## config.mk

```make
export PLATFORM = sky130hd
export DESIGN_NAME = mem_arbiter_flat
export DESIGN_NICKNAME = d
export VERILOG_FILES = /design/src/rtl/mem_arbiter_if.sv /design/src/rtl/mem_arbiter.sv /design/src/flat_wrapper.sv
export SDC_FILE = /design/constraint.sdc
export NUM_CORES = 1
export LEC_CHECK = 0
export ABC_AREA = 1
export BUFFER_PORTS_ARGS = -buffer_cell sky130_fd_sc_hd__buf_4
export CAP_MARGIN = 20
export CORE_UTILIZATION = 23
export DETAILED_ROUTE_END_ITERATION = 12
export SETUP_SLACK_MARGIN = 0.1
export SLEW_MARGIN = 25
export SYNTH_ARGS = -nofsm -noshare
export SYNTH_HDL_FRONTEND = slang
export SYNTH_SLANG_ARGS = --single-unit
```

## constraint.sdc

```tcl
create_clock -name clock -period 1.28 [get_ports clock]
set_clock_uncertainty 0.2 [all_clocks]
set_input_delay 0.064 -clock clock [delete_from_list [all_inputs] [get_ports clock]]
set_output_delay 0.064 -clock clock [all_outputs]
set_load 0.01 [all_outputs]
```

## src/rtl/mem_arbiter_if.sv

```systemverilog
// mem_arbiter_if: bundles the I-cache, D-cache and backing-memory signals of mem_arbiter.
//   I-cache  : i_req, i_addr -> i_rdata, i_rvalid, i_done
//   D-cache  : d_req, d_we, d_addr, d_wdata -> d_wready, d_rdata, d_rvalid, d_done
//   Memory   : mem_req, mem_we, mem_addr, mem_wdata -> mem_ack, mem_rdata
//   Status   : busy, owner
// master = arbiter side, slave = caches/memory side.
interface mem_arbiter_if;
    logic        i_req;
    logic [31:0] i_addr;
    logic [31:0] i_rdata;
    logic        i_rvalid;
    logic        i_done;

    logic        d_req;
    logic        d_we;
    logic [31:0] d_addr;
    logic [31:0] d_wdata;
    logic        d_wready;
    logic [31:0] d_rdata;
    logic        d_rvalid;
    logic        d_done;

    logic        mem_req;
    logic        mem_we;
    logic [31:0] mem_addr;
    logic [31:0] mem_wdata;
    logic        mem_ack;
    logic [31:0] mem_rdata;

    logic        busy;
    logic        owner;

    modport master (
        input  i_req, i_addr, d_req, d_we, d_addr, d_wdata, mem_ack, mem_rdata,
        output i_rdata, i_rvalid, i_done, d_wready, d_rdata, d_rvalid, d_done,
               mem_req, mem_we, mem_addr, mem_wdata, busy, owner
    );

    modport slave (
        output i_req, i_addr, d_req, d_we, d_addr, d_wdata, mem_ack, mem_rdata,
        input  i_rdata, i_rvalid, i_done, d_wready, d_rdata, d_rvalid, d_done,
               mem_req, mem_we, mem_addr, mem_wdata, busy, owner
    );
endinterface

```

## src/rtl/mem_arbiter.sv

```systemverilog
// mem_arbiter: round-robin arbiter letting an I-cache and a D-cache share one
// backing memory for BLOCK_WORDS-beat bursts (refill reads, D writebacks).
//   clock : single rising-edge clock
//   reset : synchronous, active-high
//   bus   : mem_arbiter_if.master carrying cache, memory and status signals
// Beat-level responses (rvalid/rdata/wready) follow mem_ack in the same cycle,
// so they are combinational from the registered state and the memory inputs.
module mem_arbiter #(
    parameter int unsigned BLOCK_WORDS = 4
) (
    input  logic          clock,
    input  logic          reset,
    mem_arbiter_if.master bus
);
    localparam int unsigned BEAT_W    = $clog2(BLOCK_WORDS);
    localparam logic [31:0] BASE_MASK = ~32'((BLOCK_WORDS * 4) - 1);
    localparam logic [BEAT_W-1:0] LAST_BEAT = BEAT_W'(BLOCK_WORDS - 1);

    typedef enum logic [1:0] {
        ST_IDLE  = 2'd0,
        ST_BURST = 2'd1,
        ST_DONE  = 2'd2
    } state_e;

    state_e            state_q, state_d;
    logic [BEAT_W-1:0] beat_q,  beat_d;
    logic              owner_q, owner_d;   // doubles as the round-robin last-grant
    logic              we_q,    we_d;
    logic [31:0]       base_q,  base_d;
    logic              grant_dcache;

    // State register
    always_ff @(posedge clock) begin
        if (reset) begin
            state_q <= ST_IDLE;
            beat_q  <= '0;
            owner_q <= 1'b0;
            we_q    <= 1'b0;
            base_q  <= '0;
        end else begin
            state_q <= state_d;
            beat_q  <= beat_d;
            owner_q <= owner_d;
            we_q    <= we_d;
            base_q  <= base_d;
        end
    end

    // Next-state and output logic
    always_comb begin
        state_d      = state_q;
        beat_d       = beat_q;
        owner_d      = owner_q;
        we_d         = we_q;
        base_d       = base_q;
        grant_dcache = 1'b0;

        bus.i_rdata   = '0;
        bus.i_rvalid  = 1'b0;
        bus.i_done    = 1'b0;
        bus.d_wready  = 1'b0;
        bus.d_rdata   = '0;
        bus.d_rvalid  = 1'b0;
        bus.d_done    = 1'b0;
        bus.mem_req   = 1'b0;
        bus.mem_we    = 1'b0;
        bus.mem_addr  = '0;
        bus.mem_wdata = '0;
        bus.busy      = (state_q != ST_IDLE);
        bus.owner     = owner_q;

        case (state_q)
            ST_IDLE: begin
                if (bus.i_req || bus.d_req) begin
                    // On a tie the side not granted last wins
                    grant_dcache = bus.d_req && (!bus.i_req || !owner_q);
                    owner_d      = grant_dcache;
                    we_d         = grant_dcache && bus.d_we;
                    base_d       = (grant_dcache ? bus.d_addr : bus.i_addr) & BASE_MASK;
                    beat_d       = '0;
                    state_d      = ST_BURST;
                end
            end

            ST_BURST: begin
                bus.mem_req   = 1'b1;
                bus.mem_we    = we_q;
                bus.mem_addr  = base_q + 32'({beat_q, 2'b00});
                bus.mem_wdata = we_q ? bus.d_wdata : '0;
                if (bus.mem_ack) begin
                    if (we_q) begin
                        bus.d_wready = 1'b1;
                    end else if (owner_q) begin
                        bus.d_rvalid = 1'b1;
                        bus.d_rdata  = bus.mem_rdata;
                    end else begin
                        bus.i_rvalid = 1'b1;
                        bus.i_rdata  = bus.mem_rdata;
                    end
                    if (beat_q == LAST_BEAT) begin
                        beat_d  = '0;
                        state_d = ST_DONE;
                    end else begin
                        beat_d = beat_q + BEAT_W'(1);
                    end
                end
            end

            ST_DONE: begin
                bus.i_done = !owner_q;
                bus.d_done = owner_q;
                state_d    = ST_IDLE;
            end

            default: begin
                state_d = ST_IDLE;
            end
        endcase
    end
endmodule
```

## src/flat_wrapper.sv

```systemverilog
// flat-port wrapper written by rule: the top's interface ports become plain ports
module mem_arbiter_flat 
#(
    parameter int unsigned BLOCK_WORDS = 4
)
  (clock, reset, bus_i_req, bus_i_addr, bus_d_req, bus_d_we, bus_d_addr, bus_d_wdata, bus_mem_ack, bus_mem_rdata, bus_i_rdata, bus_i_rvalid, bus_i_done, bus_d_wready, bus_d_rdata, bus_d_rvalid, bus_d_done, bus_mem_req, bus_mem_we, bus_mem_addr, bus_mem_wdata, bus_busy, bus_owner);
  mem_arbiter_if bus_i ();
  input  logic clock;
  input  logic reset;
  input wire logic [$bits(bus_i.i_req)-1:0] bus_i_req;
  input wire logic [$bits(bus_i.i_addr)-1:0] bus_i_addr;
  input wire logic [$bits(bus_i.d_req)-1:0] bus_d_req;
  input wire logic [$bits(bus_i.d_we)-1:0] bus_d_we;
  input wire logic [$bits(bus_i.d_addr)-1:0] bus_d_addr;
  input wire logic [$bits(bus_i.d_wdata)-1:0] bus_d_wdata;
  input wire logic [$bits(bus_i.mem_ack)-1:0] bus_mem_ack;
  input wire logic [$bits(bus_i.mem_rdata)-1:0] bus_mem_rdata;
  output wire logic [$bits(bus_i.i_rdata)-1:0] bus_i_rdata;
  output wire logic [$bits(bus_i.i_rvalid)-1:0] bus_i_rvalid;
  output wire logic [$bits(bus_i.i_done)-1:0] bus_i_done;
  output wire logic [$bits(bus_i.d_wready)-1:0] bus_d_wready;
  output wire logic [$bits(bus_i.d_rdata)-1:0] bus_d_rdata;
  output wire logic [$bits(bus_i.d_rvalid)-1:0] bus_d_rvalid;
  output wire logic [$bits(bus_i.d_done)-1:0] bus_d_done;
  output wire logic [$bits(bus_i.mem_req)-1:0] bus_mem_req;
  output wire logic [$bits(bus_i.mem_we)-1:0] bus_mem_we;
  output wire logic [$bits(bus_i.mem_addr)-1:0] bus_mem_addr;
  output wire logic [$bits(bus_i.mem_wdata)-1:0] bus_mem_wdata;
  output wire logic [$bits(bus_i.busy)-1:0] bus_busy;
  output wire logic [$bits(bus_i.owner)-1:0] bus_owner;
  assign bus_i.i_req = bus_i_req;
  assign bus_i.i_addr = bus_i_addr;
  assign bus_i.d_req = bus_d_req;
  assign bus_i.d_we = bus_d_we;
  assign bus_i.d_addr = bus_d_addr;
  assign bus_i.d_wdata = bus_d_wdata;
  assign bus_i.mem_ack = bus_mem_ack;
  assign bus_i.mem_rdata = bus_mem_rdata;
  assign bus_i_rdata = bus_i.i_rdata;
  assign bus_i_rvalid = bus_i.i_rvalid;
  assign bus_i_done = bus_i.i_done;
  assign bus_d_wready = bus_i.d_wready;
  assign bus_d_rdata = bus_i.d_rdata;
  assign bus_d_rvalid = bus_i.d_rvalid;
  assign bus_d_done = bus_i.d_done;
  assign bus_mem_req = bus_i.mem_req;
  assign bus_mem_we = bus_i.mem_we;
  assign bus_mem_addr = bus_i.mem_addr;
  assign bus_mem_wdata = bus_i.mem_wdata;
  assign bus_busy = bus_i.busy;
  assign bus_owner = bus_i.owner;
  mem_arbiter #(.BLOCK_WORDS(BLOCK_WORDS)) u_core (.clock(clock), .reset(reset), .bus(bus_i));
endmodule
```

* Word level (Yosys, flattened, before mapping)
Index checks and enable logic that the tools add are counted.
** Storage, ports and cells
- Register bits after elaboration :: 34
- Memory bits (read-only) :: 0
- Bits in writable memories :: 0
- Input bits :: 134
- Logic and storage cells :: 60
- Bits in latches :: 0
- Memories :: 0
- Output and inout port bits :: 137
** Cells by class
- $add $sub $neg :: 2
- Muxes and demuxes :: 35
- Multiply operators :: 0
- Order comparisons :: 0
- Reductions and logical operators :: 12
- Shift operators :: 0
- Eq/ne operators :: 6
- Divide/modulo/power cells :: 0
- Bitwise gates (word level) :: 0
** Operators with widths (count)
- $mux W32 :: 12
- $add A32 B4 Y32 :: 1
- $mux W1 :: 15
- $mux W2 :: 6
- $pmux W2 S2 :: 2
- $reduce_and A3 Y1 :: 2
- $eq A2 B2 Y1 const B :: 2
- $ne A2 B1 Y1 const B :: 2
- $reduce_bool A2 Y1 :: 2
- $add A2 B1 Y2 const B :: 1
- $eq A2 B1 Y1 const B :: 1
- $logic_and A1 B1 Y1 :: 2
- $logic_not A1 Y1 :: 2
- $logic_not A2 Y1 :: 1
- $logic_or A1 B1 Y1 :: 2
- $ne A2 B2 Y1 const B :: 1
- $reduce_and A2 Y1 :: 1

* Longest topological paths before layout
- Word-level depth :: 4
- Gate-level depth with buffers :: 8
- Gate-level depth less buffers :: 6

* Worst setup path before layout
Ideal clock, no wire load.
- Path kind :: reg2out
- From :: register u_core.owner_q (netlist: u_core.bus.owner)
- To :: output bus_d_rdata[10]
- Arrival time :: 1.211 ns
- Path slack :: -0.195 ns
- Required time :: 1.016 ns
- Cell stages (with the launch flop) :: 6
- Path buffers :: 1
- Path through :: dfxtp_1 -> inv_2 -> nor3_4 -> inv_2 -> buf_6 -> nor2_1
** Between the ends
- Word-level cells in the longest chain between the ends :: 4
** RTL lines
- start, declared :: RTL line mem_arbiter.sv:27 : logic owner_q, owner_d;
- start signal, assigned :: RTL line mem_arbiter.sv:43 : owner_q <= owner_d;
- $mux W32 :: RTL line mem_arbiter.sv:93 : end else if (owner_q) begin
- $mux W32 :: RTL line mem_arbiter.sv:91 : if (we_q) begin
- $mux W32 :: RTL line mem_arbiter.sv:90 : if (bus.mem_ack) begin
- $mux W32 :: RTL line mem_arbiter.sv:72 : case (state_q)
- end, declared :: RTL line flat_wrapper.sv:22 : output wire logic [$bits(bus_i.d_rdata)-1:0] bus_d_rdata;
No other way between the ends.

* Worst setup path in the final report
- From :: register u_core.state_q[1]
- To :: output bus_i_rdata[12]
** Between the ends
- Word-level cells in the longest chain between the ends :: 2
** RTL lines
- start, declared :: RTL line mem_arbiter.sv:25 : state_e state_q, state_d;
- start signal, assigned :: RTL line mem_arbiter.sv:41 : state_q <= state_d;
- $eq A2 B1 Y1 :: RTL line mem_arbiter.sv:72
- $mux W32 :: RTL line mem_arbiter.sv:72
- end, declared :: RTL line flat_wrapper.sv:18 : output wire logic [$bits(bus_i.i_rdata)-1:0] bus_i_rdata;
No other way between the ends.

==> metrics.txt <==
status finished with violations; failing checks setup timing; Final HPWL DP 9.689 mm; synth warn 0; htree depth 2; All-Layer GR Usage 0.2058; Hold Vio Cnt, Final 0; critical path arrival 1.45 ns; CTS tree yes; largest family of logic cells by synthesized area simple AND/OR/NAND/NOR gates; CP Max Fanout 8; largest net degree at the start of global routing 33; Die Span Y 113.1 um; Starting Density 0.2365; clk sinks 34; maximum VDD drop 512.6 uV; Synth Flop Type dfxtp_1; Mean Syn Cell Area 5.072 sq um; cells after synthesis 560; Tmin final 1.718 ns; Synth-to-Final Area Change 173.6%; crit path capture type primary output; Seq cells post-synth 34; Nets 1,057; top post-synthesis cells by area nor2_1, dfxtp_1, nand2_1, inv_1, buf_6; GP Congestion 0.7897; die area 0.01280 sq mm; Via density 4.218; Slew Limit Fails 0; Synth top cells by count nor2_1, nand2_1, inv_1; final wirelength 14.68 mm; GRT overflow 0; via count 4,509; row count 40; synthesized area 0.002840 sq mm; Hold WC Path Type in -> reg; Worst setup SP type register; Final Setup Violations 165; asr flop ratio synth 0; CTS root buf clkbuf_16; count leader, synth nor2_1; share of cells above drive strength 1 0.5434; multi-input logic area 0.002466 sq mm; simple logic cell fraction of the synthesized area 0.5256; Num CTS Buffers 5; initial drt markers 188; final worst-path cycle share 1.343; cells along the critical path inv_4 > nand3_4 > nor3_4 > inv_4 > clkbuf_16 > nor2_4 > buf_6; Core ar. 0.01201 sq mm; WL per Instance 13.73 um; initial antenna violation count 0; number of buffers added on ports 260; clock slew at reported path FFs 0.05 ns; xor/xnor cell area share of the yosys netlist 0; Worst-Skew Late Latency 0.27 ns; Slowest-stage cell, CP dfxtp_2; global-route wire length before repair 20.88 mm; critical setup path kind reg -> out; # Max-Cap Violations 0; Die W 113.1 um; Post-DRT Antenna Nets 0; Seq/Total Area, Yosys 0.2396; # fillers 1,011; compound-gate portion of the synthesized area 0.01233; Yosys top cell area share 0.2855; proportion of synthesized area in mux cells 0; Synth Area in Adders 0.004405; ANT cells 0; Sequential Area 693.2 sq um; Leak 3.795 nW; CTS max path bufs 2; DRC Markers 0; most frequent CP cell inv_4; area leader, netlist nor2_1; Post-synth EDFFs 0; cell area power density 632.7 mW/mm^2; worst hold margin 0.05718 ns; I/O pins 271; Unique masters post-synth 21; drt pass-1 iters 4; Fmax achieved 581.9 MHz; Worst EP required 1.02 ns; final worst slack -0.4384 ns; RSZ-0062 raised after global routing yes; worst stage delay on the critical path 0.33 ns; vias in the first global route 4,236; post-route setup TNS -51.84 ns
state kept, by name, summed over array words and instances (netlist names):
| name | count |
|---|---|
| u_core.we_q | 1 |
| u_core.base_q | 28 |
| u_core.bus.owner | 1 |
| u_core.state_q | 2 |
| u_core.beat_q | 2 |
worst max-delay path, delay by kind of cell, from the launching register on:
family,cells,cell delay (ns)
DFF,1,0.33
buffers and inverters,4,0.49
and+or+nand+nor,3,0.37
cell type report:
cell class,instances,share of cell area
Clock buffer,7,0.02109
Inverter,102,0.05088
Multi-Input combinational cell,394,0.3173
Sequential cell,34,0.08920
Tap cell,147,0.02367
Timing Repair Buffer,385,0.4978
timing repair:
action                                  CTS  global route
cloned                                    8             5
pin swaps                                 4            12
endpoints found under the hold margin    33             0
buffers inserted                          7            13
hold buffers                             61             0
endpoints found under the setup margin  169           169
gates resized for setup                  89           146
metrics by stage:
step | setup WS, ns | total power, mW | std cells | util | area, sq um
CTS | -0.4047 | 4.663 | 1056 | 0.5851 | 7028
detailed placement | -0.1667 | 2.918 | 974 | 0.4753 | 5709
finish | -0.4384 | 4.917 | 1069 | 0.6470 | 7771
floorplan | -0.04430 | 2.172 | 561 | - | 3398
global placement | -0.1642 | 2.912 | 974 | 0.4753 | 5709
global route | -0.4917 | 5.192 | 1069 | 0.6470 | 7771
cells by family (layout without fill, tap and decap cells):
group                    Yosys count  in the layout
AND/OR/NAND/NOR                  382            384
flip-flops                        34             34
adder cells (fa/ha/maj)            1              1
other                              1              2
buffers and inverters            135            494
AO/OA/AOI/OAI                      7              7
final timing paths:
| path | from | end | slack (ns) | cells after the start |
|---|---|---|---|---|
| min | reset | u_core.base_q[12] | 0.06 | 5 |
| min reg2reg | u_core.beat_q[1] | u_core.beat_q[1] | 0.33 | 2 |
| max reg2reg | u_core.state_q[1] | u_core.base_q[20] | -0.30 | 10 |
| max | u_core.state_q[1] | bus_i_rdata[12] | -0.44 | 7 |
routing by layer:
layer | vias up | global-route usage | wire (um)
met1 | 2018 | 0.2093 | 5149
met2 | 169 | 0.4200 | 8259
met4 | 0 | 0.06491 | 382
li1 | 2298 | - | -
met5 | - | 0 | 0
met3 | 24 | 0.03374 | 891
layout by cell type, fill, tap and decap left out:
cell type      count
a21oi_1            5
a21oi_2            1
buf_12            17
buf_16             5
buf_4            183
buf_6            112
buf_8              3
clkbuf_16         10
clkbuf_8           1
conb_1             2
dfxtp_1           30
dfxtp_2            1
dfxtp_4            3
dlygate4sd3_1     61
ha_1               1
inv_1             96
inv_2              2
inv_4              3
inv_6              1
nand2_1          141
nand2_2           12
nand2_4            2
nand2_8            2
nand3_1            3
nand3_2            1
nand3_4            1
nor2_1            82
nor2_2            41
nor2_4            94
nor3_2             1
nor3_4             3
nor4_2             1
o21ai_2            1
report_power, final:
group	internal (mW)	leakage, nW	switching (mW)
Combinational	1.25	3.43	1.15
Clock	0.881	0.0811	0.438
Sequential	1.16	0.284	0.0402
Total	3.29	3.80	1.63
No activity file was read; power rests on OpenSTA's default activity.
